## config.mk

```make
export PLATFORM = sky130hd
export DESIGN_NAME = boot_loader
export DESIGN_NICKNAME = d
export VERILOG_FILES = /design/src/rtl/boot_loader.sv
export SDC_FILE = /design/constraint.sdc
export NUM_CORES = 1
export LEC_CHECK = 0
export BUFFER_PORTS_ARGS = -buffer_cell sky130_fd_sc_hd__clkbuf_2
export CORE_MARGIN = 1
export CORE_UTILIZATION = 49
export DETAILED_ROUTE_END_ITERATION = 10
export HOLD_SLACK_MARGIN = 0.1
export PLACE_DENSITY = 0.84
export SLEW_MARGIN = 25
export SYNTH_ARGS = -nofsm -noshare
export SYNTH_HDL_FRONTEND = slang
export SYNTH_SLANG_ARGS = --single-unit
```

## constraint.sdc

```tcl
create_clock -name clk -period 2 [get_ports clk]
set_input_delay 0.1 -clock clk [delete_from_list [all_inputs] [get_ports clk]]
set_output_delay 0.1 -clock clk [all_outputs]
set_load 0.01 [all_outputs]
```

## src/rtl/boot_loader.sv

```systemverilog
// boot_loader: receives a length-prefixed, big-endian word frame over a valid/ready byte port, writes it to RAM, then releases the CPU.
// Define BOOT_LOADER_CSUM_EN to expect and verify a trailing 8-bit additive checksum byte.
module boot_loader #(
  parameter int MEM_DEPTH = 2048,
  parameter int ADDR_W    = $clog2(MEM_DEPTH)
) (
  input  logic              clk,
  input  logic              reset,
  input  logic              restart,
  input  logic              in_valid,
  input  logic [7:0]        in_data,
  output logic              in_ready,
  output logic              mem_we,
  output logic [ADDR_W-1:0] mem_addr,
  output logic [31:0]       mem_wdata,
  output logic              cpu_reset,
  output logic              done,
  output logic              error
);

  typedef enum logic [2:0] {
    S_LEN_HI,
    S_LEN_LO,
    S_DATA,
`ifdef BOOT_LOADER_CSUM_EN
    S_CSUM,
`endif
    S_RUN,
    S_ERR
  } state_t;

`ifdef BOOT_LOADER_CSUM_EN
  localparam state_t S_AFTER_DATA = S_CSUM;
`else
  localparam state_t S_AFTER_DATA = S_RUN;
`endif

  localparam logic [16:0]     DEPTH_LIM = 17'(MEM_DEPTH);
  localparam logic [ADDR_W:0] IDX_ONE   = 1;

  state_t            state, state_nxt;
  logic [15:0]       len_q;
  logic [15:0]       len_n;
  logic [ADDR_W:0]   idx;
  logic [1:0]        byte_cnt;
  logic [23:0]       asm_q;
  logic              accept;
  logic              word_last;
`ifdef BOOT_LOADER_CSUM_EN
  logic [7:0]        csum_q;
`endif

  assign accept    = in_valid && in_ready && !restart;
  assign len_n     = {len_q[15:8], in_data};
  // idx carries one extra bit so a full MEM_DEPTH frame compares cleanly
  assign word_last = (16'(idx) + 16'd1) == len_q;

  always_comb begin
    state_nxt = state;
    in_ready  = 1'b0;
    case (state)
      S_LEN_HI: in_ready = 1'b1;
      S_LEN_LO: in_ready = 1'b1;
      S_DATA:   in_ready = 1'b1;
`ifdef BOOT_LOADER_CSUM_EN
      S_CSUM:   in_ready = 1'b1;
`endif
      default:  in_ready = 1'b0;
    endcase

    if (restart) begin
      state_nxt = S_LEN_HI;
    end else if (accept) begin
      case (state)
        S_LEN_HI: state_nxt = S_LEN_LO;
        S_LEN_LO: begin
          if ({1'b0, len_n} > DEPTH_LIM) state_nxt = S_ERR;
          else if (len_n == 16'd0)        state_nxt = S_AFTER_DATA;
          else                            state_nxt = S_DATA;
        end
        S_DATA: begin
          if (byte_cnt == 2'd3 && word_last) state_nxt = S_AFTER_DATA;
        end
`ifdef BOOT_LOADER_CSUM_EN
        S_CSUM: state_nxt = (in_data == csum_q) ? S_RUN : S_ERR;
`endif
        default: state_nxt = state;
      endcase
    end
  end

  always_ff @(posedge clk or negedge reset) begin
    if (!reset) begin
      state     <= S_LEN_HI;
      cpu_reset <= 1'b1;
      done      <= 1'b0;
      error     <= 1'b0;
    end else begin
      state     <= state_nxt;
      cpu_reset <= (state_nxt != S_RUN);
      done      <= (state_nxt == S_RUN);
      error     <= (state_nxt == S_ERR);
    end
  end

  always_ff @(posedge clk or negedge reset) begin
    if (!reset) begin
      len_q     <= '0;
      idx       <= '0;
      byte_cnt  <= '0;
      asm_q     <= '0;
      mem_we    <= 1'b0;
      mem_addr  <= '0;
      mem_wdata <= '0;
`ifdef BOOT_LOADER_CSUM_EN
      csum_q    <= '0;
`endif
    end else begin
      mem_we <= 1'b0;
      if (restart) begin
        idx      <= '0;
        byte_cnt <= '0;
`ifdef BOOT_LOADER_CSUM_EN
        csum_q   <= '0;
`endif
      end else if (accept) begin
        case (state)
          S_LEN_HI: len_q[15:8] <= in_data;
          S_LEN_LO: begin
            len_q[7:0] <= in_data;
            idx        <= '0;
            byte_cnt   <= '0;
`ifdef BOOT_LOADER_CSUM_EN
            csum_q     <= '0;
`endif
          end
          S_DATA: begin
            byte_cnt <= byte_cnt + 2'd1;
            asm_q    <= {asm_q[15:0], in_data};
`ifdef BOOT_LOADER_CSUM_EN
            csum_q   <= csum_q + in_data;
`endif
            if (byte_cnt == 2'd3) begin
              mem_we    <= 1'b1;
              mem_addr  <= idx[ADDR_W-1:0];
              mem_wdata <= {asm_q, in_data};
              idx       <= idx + IDX_ONE;
            end
          end
          default: ;
        endcase
      end
    end
  end

endmodule

```

==> results of run 1 <==
worst max-delay path by stage:
stage / start / end / cells after the start
floorplan: idx[0] / cpu_reset / 7
global placement: idx[0] / cpu_reset / 7
detailed placement: idx[2] / cpu_reset / 6
CTS: idx[0] / cpu_reset / 7
global route: idx[1] / cpu_reset / 7
finish: idx[1] / cpu_reset / 7
critical path: stages, from the launching register on:
cell and delay (ns):
sky130_fd_sc_hd__dfrtp_2 0.45, sky130_fd_sc_hd__ha_4 0.18, sky130_fd_sc_hd__nand3_4 0.13, sky130_fd_sc_hd__nor4_1 0.33, sky130_fd_sc_hd__nor3_1 0.15, sky130_fd_sc_hd__nor4_4 0.32, sky130_fd_sc_hd__a31oi_1 0.22, sky130_fd_sc_hd__or4_1 0.44
where the power goes:
part	total [W]	internal (W)	switching, W
combinational	0.000498	0.000242	0.000256
sequential	0.00231	0.00220	0.000113
clock	0.00151	0.000733	0.000779
total	0.00432	0.00318	0.00115
layer usage:
| metal | up-vias | track usage (%) |
|---|---|---|
| li1 | 1703 | - |
| met1 | 1844 | 29.5 |
| met2 | 163 | 37.9 |
| met3 | 33 | 3.69 |
| met4 | 0 | 10.3 |
| met5 | - | 0 |
cell usage in the layout (no fill, tap or decap), types with 3 or more instances in the layout:
cell type / netlist / layout
sky130_fd_sc_hd__xnor2_1: 9 / 8
sky130_fd_sc_hd__nor2_1: 19 / 19
sky130_fd_sc_hd__dfrtp_1: 103 / 96
sky130_fd_sc_hd__clkbuf_2: 0 / 58
sky130_fd_sc_hd__nor3_2: 2 / 3
sky130_fd_sc_hd__buf_4: 3 / 41
sky130_fd_sc_hd__inv_1: 4 / 4
sky130_fd_sc_hd__nand3_1: 7 / 7
sky130_fd_sc_hd__dlygate4sd3_1: 0 / 12
sky130_fd_sc_hd__nor3_1: 7 / 6
sky130_fd_sc_hd__nor4_1: 6 / 4
sky130_fd_sc_hd__mux2_2: 40 / 40
sky130_fd_sc_hd__a31oi_1: 4 / 4
sky130_fd_sc_hd__dfrtp_2: 0 / 7
sky130_fd_sc_hd__nor2b_1: 4 / 4
sky130_fd_sc_hd__clkbuf_8: 1 / 9
sky130_fd_sc_hd__o21ai_0: 18 / 17
sky130_fd_sc_hd__nand2_1: 138 / 138
sky130_fd_sc_hd__xor2_1: 5 / 5
sky130_fd_sc_hd__a21oi_1: 12 / 12
final cells by class:
| class | instances | share of cell area [%] |
|---|---|---|
| sequential | 104 | 45.2 |
| timing repair buffer | 112 | 12.8 |
| inverter | 5 | 0.347 |
| multi-input combinational | 314 | 34.7 |
| tap | 129 | 2.80 |
| clock inverter | 7 | 1.97 |
| clock buffer | 9 | 2.15 |
kinds of logic after synthesis:
logic type / count (synthesis) / synth area share (%)
muxes: 42 / 10.0
AOI/OAI and AO/OA: 51 / 7.12
buffers and inverters: 30 / 3.47
DFF: 104 / 55.5
adders and majority gates: 2 / 0.534
xor gates and xnor gates: 16 / 3.55
and+or+nand+nor: 203 / 19.8
through the flow:
| stage | setup TNS [ns] | setup WS [ns] | util, % |
|---|---|---|---|
| detailed placement | -0.168 | -0.0996 | 57.7 |
| finish | -0.748 | -0.307 | 62.5 |
| global placement | -0.0205 | -0.0205 | 57.7 |
| global route | -0.746 | -0.311 | 62.5 |
| floorplan | 0 | 0.00922 | - |
| CTS | -0.0731 | -0.0731 | 61.7 |
flip-flops by register name, indices dropped and copies added, names as in the netlist:
| signal | flops |
|---|---|
| error | 1 |
| done | 1 |
| mem_wdata | 32 |
| len_q | 16 |
| mem_addr | 11 |
| cpu_reset | 1 |
| idx | 12 |
| mem_we | 1 |
| state | 3 |
| asm_q | 24 |
| byte_cnt | 2 |
what timing repair did:
item                                   4_1_cts  5_1_grt
gates resized for setup                     10        7
endpoints found under the hold margin      132        1
hold buffers                                10        2
pin swaps                                    2        1
buffers inserted                             0        2
setup endpoints to repair                    3        3
synthesized netlist by cell type (2+ instances only):
cell type	instances
sky130_fd_sc_hd__o41ai_1	2
sky130_fd_sc_hd__clkbuf_1	12
sky130_fd_sc_hd__nor2b_1	4
sky130_fd_sc_hd__buf_6	3
sky130_fd_sc_hd__buf_1	2
sky130_fd_sc_hd__nand2_1	138
sky130_fd_sc_hd__nand3_1	7
sky130_fd_sc_hd__nor4_1	6
sky130_fd_sc_hd__and4_2	2
sky130_fd_sc_hd__or3_1	2
sky130_fd_sc_hd__xor2_1	5
sky130_fd_sc_hd__nor3_2	2
sky130_fd_sc_hd__ha_1	2
sky130_fd_sc_hd__buf_2	4
sky130_fd_sc_hd__a21oi_1	12
sky130_fd_sc_hd__mux2i_1	2
sky130_fd_sc_hd__nor3_1	7
sky130_fd_sc_hd__o21ai_0	18
sky130_fd_sc_hd__nor2_1	19
sky130_fd_sc_hd__inv_1	4
sky130_fd_sc_hd__buf_4	3
sky130_fd_sc_hd__xnor2_1	9
sky130_fd_sc_hd__dfrtp_1	103
sky130_fd_sc_hd__a31oi_1	4
sky130_fd_sc_hd__nand3_2	2
sky130_fd_sc_hd__nand4_2	2
sky130_fd_sc_hd__mux2_2	40
==> results.json, run 1 <==
{
  "finalClockSkew_ns": 0.00897,
  "syn_inst": 448,
  "maxClockFrequency_mhz": 433,
  "layout.nets": 560,
  "clock_tree.htree_level_count": 3,
  "drcViolationCount": 0,
  "first_pass_grt_wire_length_um": 17700,
  "clk_pin_slew_worst_paths_ns": 0.10,
  "diodes": 0,
  "cts-root-to-sink-buffers": 2,
  "synth_sequential_area_ratio_pct": 55.5,
  "fin_total_pwr_w": 0.00432,
  "area_growth_pct": 23.1,
  "syn-mean-instance-area_um2": 10.5,
  "cp_data_required_time_ns": 2.30,
  "worst-r2r-cell-count": 7,
  "tightestPinTransition_ns": 0.614,
  "failed_checks": "negative setup slack",
  "slew_headroom_pct": 59.1,
  "worstSkewPairLatency_ns": 0.38,
  "detail_route.iter0.violations": 270,
  "final.period_utilization_pct": 115,
  "post_synth_instance_area_um2": 4690,
  "synth_cell_type_count": 59,
  "timing_hold_violations_final": 0,
  "detail_route.wirelength.met1_um": 4620,
  "combined_area_of_the_multi_input_logic_cells_um2": 2000,
  "hold_class": "in -> async",
  "postPlaceCellArea_um2": 5330,
  "dpl.cell_count": 650,
  "outcome": "finished with violations",
  "r2r_slack_ns": -0.31,
  "dr_total_vias": 3743,
  "post_drt_via_cell_ratio": 5.50,
  "yosys-top-cells-area": "sky130_fd_sc_hd__dfrtp_1 55%, sky130_fd_sc_hd__nand2_1 11%, sky130_fd_sc_hd__mux2_2 9.6%",
  "setup_slack_ns": -0.307,
  "cts.root.buffer_cell": "sky130_fd_sc_hd__clkbuf_8",
  "cts-buffers-inserted": 9,
  "worst-endpoint-arrival_ns": 2.61,
  "postRouteAntennaNets": 0,
  "postSynthRegisterBits": 104,
  "drt_pre_antenna_iters": 5,
  "timing.critical_path.from_type": "flop",
  "detail_route.wirelength_um": 11200,
  "worst_ir_drop_vdd_uv": 560,
  "finalNonFillerCells": 680,
  "wl_met3_um": 680,
  "ff_latch_area_um2": 2610,
  "routed.top_layer": "met4",
  "clock_sinks": 104,
  "power-per-cell-area_nw_per_um2": 749,
  "hold_ws_ns": 0.129,
  "share_of_flip_flops_with_an_asynchronous_set_or_reset_after_synthesis_pct": 100,
  "cts_tree": "done",
  "netlist.top_cell.by_area": "sky130_fd_sc_hd__dfrtp_1",
  "first_global_vias": 3557,
  "grt_overflow": 0,
  "antenna_violations_before_repair": 0,
  "period_needed_ns": 2.31,
  "die_width_um": 99.8,
  "rows": 35,
  "worstReg2RegEnd": "cpu_reset",
  "start_util_pct": 50.8,
  "routed_wl_met2_um": 5600,
  "largest_net_degree_at_the_start_of_global_routing": 60,
  "rsz0062_at_grt": "yes",
  "synth-warning-count": 0,
  "synth_top_area_share_pct": 55.0,
  "synth_nets": 462,
  "post_drt_wl_per_cell_um": 16.5,
  "timing_max_transition_violations_final": 0,
  "post-dp-hpwl_um": 7100,
  "setup_violation_total_in_the_final_timing_report": 3,
  "timing.setup.critical_path_class": "reg -> reg",
  "gp_congestion": 0.961,
  "fin_area_um2": 5770,
  "groute.usage.overall_pct": 22.8,
  "reg_to_reg_critical_path_startpoint": "idx[1]",
  "worstSetupEndpointType": "flop",
  "synth_edf_count": 0,
  "max_cap_violations": 0,
  "die_h_um": 99.8,
  "core_area_um2": 9240,
  "final_layout_size_suffix_gt1_share_pct": 34.8,
  "fillCellCount": 712,
  "timing.critical_path.fanout_max": 8,
  "yosys_most_used_dff": "sky130_fd_sc_hd__dfrtp_1",
  "io_buffers": 59,
  "number_of_top_level_pins": 60,
  "design.die.area_um2": 9970,
  "p_leak_nw": 2.93
}
(Power assumes the default switching activity.)
==> inputs of run 2 (changes only) <==
Settings changed: GPL_TIMING_DRIVEN from default to 1, PLACE_DENSITY 0.84 to 0.71, TNS_END_PERCENT from default to 10.
==> run 2 against run 1 <==
Effect of this change:
- highest routed layer unchanged
- final cell count fell by 0.59%
- the flow still finishes with violations (negative setup slack)
- register-to-register slack better by 0.23 ns
- worst hold slack improved by 0.13 ns
==> results.json, run 2 (same netlist as run 1, synthesis figures left out) <==
{
  "drt_pre_antenna_iters": 4,
  "largest_register_ff_count": 32,
  "cts-buffers-inserted": 9,
  "critical_path_buf_inv_count": 0,
  "slowest_delay_ns": 0.46,
  "power-per-cell-area_nw_per_um2": 703,
  "clock_sinks": 104,
  "p_leak_nw": 2.89,
  "finalNonFillerCells": 676,
  "cp_data_required_time_ns": 2.29,
  "cts-root-to-sink-buffers": 2,
  "hold_ws_ns": 0.255,
  "max_cap_violations": 0,
  "detail_route.iter0.violations": 185,
  "period_needed_ns": 2.08,
  "die_width_um": 99.8,
  "clk_pin_slew_worst_paths_ns": 0.10,
  "dr_total_vias": 3543,
  "setup_slack_ns": -0.0759,
  "io_buffers": 59,
  "rsz0062_at_grt": "yes",
  "finalCoreUtilization_pct": 61.5,
  "setup_violation_total_in_the_final_timing_report": 2,
  "grt_overflow": 0,
  "timing_hold_violations_final": 0,
  "first_pass_grt_wire_length_um": 17100,
  "cpLargestDelayFamily": "compound AO/OA/AOI/OAI gates",
  "timing.critical_path.fanout_max": 8,
  "slew_headroom_pct": 55.0,
  "clock_tree.htree_level_count": 3,
  "worst-endpoint-arrival_ns": 2.36,
  "outcome": "finished with violations",
  "gp_congestion": 0.870,
  "final_layout_size_suffix_gt1_share_pct": 34.9,
  "post_drt_wl_per_cell_um": 15.1,
  "largest_net_degree_at_the_start_of_global_routing": 60,
  "largest-register": "mem_wdata",
  "post-dp-hpwl_um": 7100,
  "die_h_um": 99.8,
  "finalClockSkew_ns": 0.00878,
  "diodes": 0,
  "reg_top3": "mem_wdata (32), asm_q (24), len_q (16)",
  "tightestPinTransition_ns": 0.676,
  "design.die.area_um2": 9970,
  "worstSetupEndpointType": "flop",
  "worstSkewPairLatency_ns": 0.36,
  "mostFrequentLayoutCells": "138 x sky130_fd_sc_hd__nand2_1, 97 x sky130_fd_sc_hd__dfrtp_1, 58 x sky130_fd_sc_hd__clkbuf_2",
  "rows": 35,
  "worst_path_max_delay_cell": "sky130_fd_sc_hd__dfrtp_2",
  "core_area_um2": 9240,
  "detail_route.wirelength_um": 10200,
  "number_of_top_level_pins": 60,
  "maxClockFrequency_mhz": 482,
  "start_util_pct": 50.8,
  "path_cells": "ha_4, nand3_4, nor2_2, a211o_1, a2111oi_4, a31oi_1, or4_1",
  "area_growth_pct": 21.2,
  "failed_checks": "negative setup slack",
  "dpl.cell_count": 648,
  "final.period_utilization_pct": 104,
  "fin_area_um2": 5690,
  "timing.setup.critical_path_class": "reg -> reg",
  "timing.critical_path.from_type": "flop",
  "cts_tree": "done",
  "first_global_vias": 3449,
  "final_common_cell": "sky130_fd_sc_hd__nand2_1",
  "cts.root.buffer_cell": "sky130_fd_sc_hd__clkbuf_8",
  "timing_max_transition_violations_final": 0,
  "antenna_violations_before_repair": 0,
  "r2r_slack_ns": -0.08,
  "hold_class": "in -> reg",
  "post_drt_via_cell_ratio": 5.24,
  "postPlaceCellArea_um2": 5310,
  "total_negative_slack_ns": -0.0828,
  "worst_ir_drop_vdd_uv": 375,
  "postRouteAntennaNets": 0,
  "drcViolationCount": 0,
  "layout.nets": 556,
  "groute.usage.overall_pct": 22.4
}
[run 2: changes by cell type in the layout (fill, tap and decap cells not counted), moves of 2 or more]
cell,change
sky130_fd_sc_hd__buf_4,-2
sky130_fd_sc_hd__bufinv_16,-2
sky130_fd_sc_hd__clkinv_2,+2
sky130_fd_sc_hd__clkinvlp_4,+2
sky130_fd_sc_hd__dlygate4sd3_1,-2
sky130_fd_sc_hd__nor4_1,-3
sky130_fd_sc_hd__nor4_2,+3
[run 2: stage by stage]
step	setup slack, ns	total power (W)
after floorplan	0.00922	0.00262
after global placement	-0.0469	0.00279
after detailed placement	-0.160	0.00281
after CTS	-0.0569	0.00402
after global routing	-0.162	0.00420
final	-0.0759	0.00400
[run 2: worst register-to-register path: cells and delay by family, from the launching register on]
kind	cells	cell delay, ns
flops	1	0.46
fa+ha+maj	1	0.20
compound gates	3	0.74
simple gates	3	0.61
[run 2: final cells by class]
class	instances	area (µm²)
clock buffers	10	128
clock inverters	6	45.0
fillers	760	3550
inverters	5	20.0
multi-input cells	314	2030
flip-flops and latches	104	2610
well taps	129	161
repair buffers	108	694
[run 2: routing by layer]
| layer | vias up | GRT usage (%) | wire, µm |
|---|---|---|---|
| met1 | 1738 | 32.9 | 4770 |
| met5 | - | 0 | 0 |
| met3 | 14 | 4.67 | 485 |
| met2 | 97 | 33.4 | 4780 |
| li1 | 1694 | - | - |
| met4 | 0 | 7.47 | 178 |
[run 2: final timing paths]
| path | startpoint | endpoint | depth (start not counted) |
|---|---|---|---|
| worst max-delay path | idx[1] | cpu_reset | 7 |
| worst max register to register | idx[1] | cpu_reset | 7 |
| max in group asynchronous | reset | cpu_reset | 3 |
| min in group asynchronous | reset | mem_addr[9] | 2 |
| worst min register to register | asm_q[21] | mem_wdata[29] | 2 |
| worst min-delay path | in_valid | byte_cnt[1] | 5 |
[run 2: repair_timing]
item,in CTS,in global routing
resized for setup,13,7
setup buffers,2,0
endpoints found under the setup margin,3,4
endpoints found under the hold margin,85,0
pin swaps,3,0
hold buffers,10,0
[run 2: report_power, final]
| group | switching (W) | internal (W) |
|---|---|---|
| Sequential | 0.000116 | 0.00220 |
| Clock | 0.000721 | 0.000460 |
| Combinational | 0.000244 | 0.000254 |
| Total | 0.00108 | 0.00292 |
==> inputs of run 3 (changes only) <==
Settings changed: CAP_MARGIN from default to 40, PLACE_DENSITY 0.71 to 0.68, TNS_END_PERCENT 10 to 100.
Clock period 2 ns to 2.2 ns, I/O delays scaled along.
==> run 3 against run 2 <==
Effect of this change:
- the run now ends clean
- non-clock buffer count decreased by 20
- die area unchanged
- critical path depth decreased by 2
- clock skew increased by 0.0043 ns
- worst hold slack got worse by 0.016 ns
- fmax decreased by 1.8%
- first-iteration DRC count decreased by 1.1%
- total power decreased by 8.9%
- setup slack improved by 0.16 ns
- utilization decreased by 2.1 points
- sequential share of layout area increased by 1.6 points
- critical path type unchanged
- highest routed layer unchanged
==> results.json, run 3 (same netlist as run 1, synthesis figures left out) <==
{
  "cts-buffers-inserted": 9,
  "cts_tree": "done",
  "clock_sinks": 104,
  "largest_net_degree_at_the_start_of_global_routing": 60,
  "number_of_top_level_pins": 60,
  "io_buffers": 59,
  "worst_ir_drop_vdd_uv": 359,
  "fillCellCount": 809,
  "rsz0062_at_grt": "no",
  "post-dp-hpwl_um": 6800,
  "busiest_layer": "met1",
  "largest_register_ff_count": 32,
  "die_width_um": 99.8,
  "antenna_violations_before_repair": 0,
  "die_h_um": 99.8,
  "max_cap_violations": 0,
  "timing.critical_path.fanout_max": 4,
  "diodes": 0,
  "r2r_slack_ns": 0.09,
  "largest-register": "mem_wdata",
  "sw_frac_of_total_pct": 26.5,
  "groute.usage.overall_pct": 21.7,
  "detail_route.wirelength_um": 10000,
  "drt_pre_antenna_iters": 5,
  "worst-endpoint-arrival_ns": 2.41,
  "first_global_vias": 3226,
  "slew_headroom_pct": 58.6,
  "dr_total_vias": 3454,
  "final.period_utilization_pct": 96.1,
  "clk_pin_slew_worst_paths_ns": 0.10,
  "period_needed_ns": 2.11,
  "postPlaceCellArea_um2": 5160,
  "reg_top3": "mem_wdata (32), asm_q (24), len_q (16)",
  "timing.setup.critical_path_class": "reg -> reg",
  "postRouteAntennaNets": 0,
  "ff_latch_area_um2": 2610,
  "layout.nets": 536,
  "preCtsSetupSlack_ns": 0.00699,
  "global_route.usage.met1_pct": 32.6,
  "grt_overflow": 0,
  "tightestPinTransition_ns": 0.621,
  "clock_tree.htree_level_count": 3,
  "timing_hold_violations_final": 0,
  "rows": 35,
  "slowest_delay_ns": 0.47,
  "finalClockSkew_ns": 0.0131,
  "timing.critical_path.from_type": "flop",
  "intPower_w": 0.00268,
  "sequentialPowerShare_pct": 57.7,
  "maxClockFrequency_mhz": 473,
  "cts.root.buffer_cell": "sky130_fd_sc_hd__clkbuf_8",
  "area_growth_pct": 17.2,
  "setup_violation_total_in_the_final_timing_report": 0,
  "gp_congestion": 0.834,
  "cpLargestDelayFamily": "compound AO/OA/AOI/OAI gates",
  "worstSetupEndpointType": "flop",
  "design.die.area_um2": 9970,
  "power-per-cell-area_nw_per_um2": 663,
  "post_drt_wl_per_cell_um": 15.3,
  "first_pass_grt_wire_length_um": 16400,
  "post_drt_via_cell_ratio": 5.28,
  "groute.layer.met2.usage_pct": 31.5,
  "switching_power_of_the_nets_w": 0.000965,
  "hold_class": "in -> async",
  "critical_path_buf_inv_count": 0,
  "combined_area_of_the_multi_input_logic_cells_um2": 1970,
  "setup_slack_ns": 0.0857,
  "worst-r2r-cell-count": 5,
  "fin_area_um2": 5490,
  "final_layout_size_suffix_gt1_share_pct": 30.7,
  "mostFrequentLayoutCells": "138 x sky130_fd_sc_hd__nand2_1, 98 x sky130_fd_sc_hd__dfrtp_1, 58 x sky130_fd_sc_hd__clkbuf_2",
  "start_util_pct": 50.8,
  "core_area_um2": 9240,
  "path_cells": "xnor2_1, a22oi_1, a2111oi_4, a31oi_2, or4_1",
  "total_negative_slack_ns": 0,
  "p_leak_nw": 2.77,
  "final_common_cell": "sky130_fd_sc_hd__nand2_1",
  "outcome": "finished clean",
  "cp_data_required_time_ns": 2.49,
  "combPwrFrac_pct": 11.4,
  "worst_path_max_delay_cell": "sky130_fd_sc_hd__dfrtp_1",
  "worstSkewPairLatency_ns": 0.37,
  "power.share.clock_pct": 30.9,
  "timing_max_transition_violations_final": 0,
  "met3_grt_util_pct": 3.27,
  "cp.depth": 5,
  "drcViolationCount": 0,
  "cts-root-to-sink-buffers": 2,
  "detail_route.iter0.violations": 183,
  "post-cts-setup-buffer-count": 0
}
[run 3: changes by cell type in the layout (fill, tap and decap cells not counted), moves of 2 or more]
cell / before / now
sky130_fd_sc_hd__nor4_2: 5 / 2
sky130_fd_sc_hd__nor4_1: 1 / 5
sky130_fd_sc_hd__buf_4: 39 / 18
sky130_fd_sc_hd__clkinv_2: 3 / 1
sky130_fd_sc_hd__xnor2_1: 7 / 9
sky130_fd_sc_hd__clkbuf_8: 9 / 11
sky130_fd_sc_hd__xnor2_2: 2 / 0
sky130_fd_sc_hd__clkinvlp_4: 2 / 0
[run 3: metal layers]
layer	up-vias	wire length (µm)
li1	1662	-
met1	1687	4990
met2	89	4440
met3	16	415
met4	0	178
met5	-	0
[run 3: worst paths after layout]
kind	from	to
max	len_q[10]	cpu_reset
min	reset	mem_we
max reg2reg	len_q[10]	cpu_reset
min reg2reg	asm_q[18]	mem_wdata[26]
max in group asynchronous	reset	mem_wdata[13]
min in group clk	in_valid	byte_cnt[0]
[run 3: worst register-to-register path, cell delays in order (launching register included)]
cell,delay [ns]
sky130_fd_sc_hd__dfrtp_1,0.47
sky130_fd_sc_hd__xnor2_1,0.38
sky130_fd_sc_hd__a22oi_1,0.23
sky130_fd_sc_hd__a2111oi_4,0.40
sky130_fd_sc_hd__a31oi_2,0.16
sky130_fd_sc_hd__or4_1,0.41
[run 3: power by group through the flow]
stage / registers, W / logic, W / clock network, W
floorplan: 0.00210 / 0.000281 / 0
global placement: 0.00214 / 0.000389 / 0
detailed placement: 0.00214 / 0.000400 / 0
CTS: 0.00210 / 0.000415 / 0.00114
global route: 0.00212 / 0.000459 / 0.00123
finish: 0.00210 / 0.000417 / 0.00112
[run 3: metrics by stage]
step / total power (W) / hold slack, ns / utilization, % / cells
6_report: 0.00364 / 0.239 / 59.5 / 654
4_1_cts: 0.00365 / 0.248 / 58.9 / 654
2_1_floorplan: 0.00238 / -0.186 / - / 448
3_3_place_gp: 0.00253 / 0.101 / 55.9 / 630
3_5_place_dp: 0.00254 / 0.112 / 55.9 / 630
5_1_grt: 0.00380 / 0.287 / 59.5 / 654
[run 3: area by class of cell]
| cell class | instances | share of cell area [%] |
|---|---|---|
| Timing Repair Buffer | 88 | 10.1 |
| Sequential cell | 104 | 47.5 |
| Multi-Input combinational cell | 314 | 35.8 |
| Clock buffer | 11 | 2.76 |
| Clock inverter | 3 | 0.478 |
| Inverter | 5 | 0.364 |
| Tap cell | 129 | 2.94 |
[run 3: repair_timing]
item / 4_1_cts / 5_1_grt
gates resized for setup: 0 / 12
hold buffers: 10 / 0
endpoints found under the hold margin: 68 / 0
endpoints found under the setup margin: 0 / 3
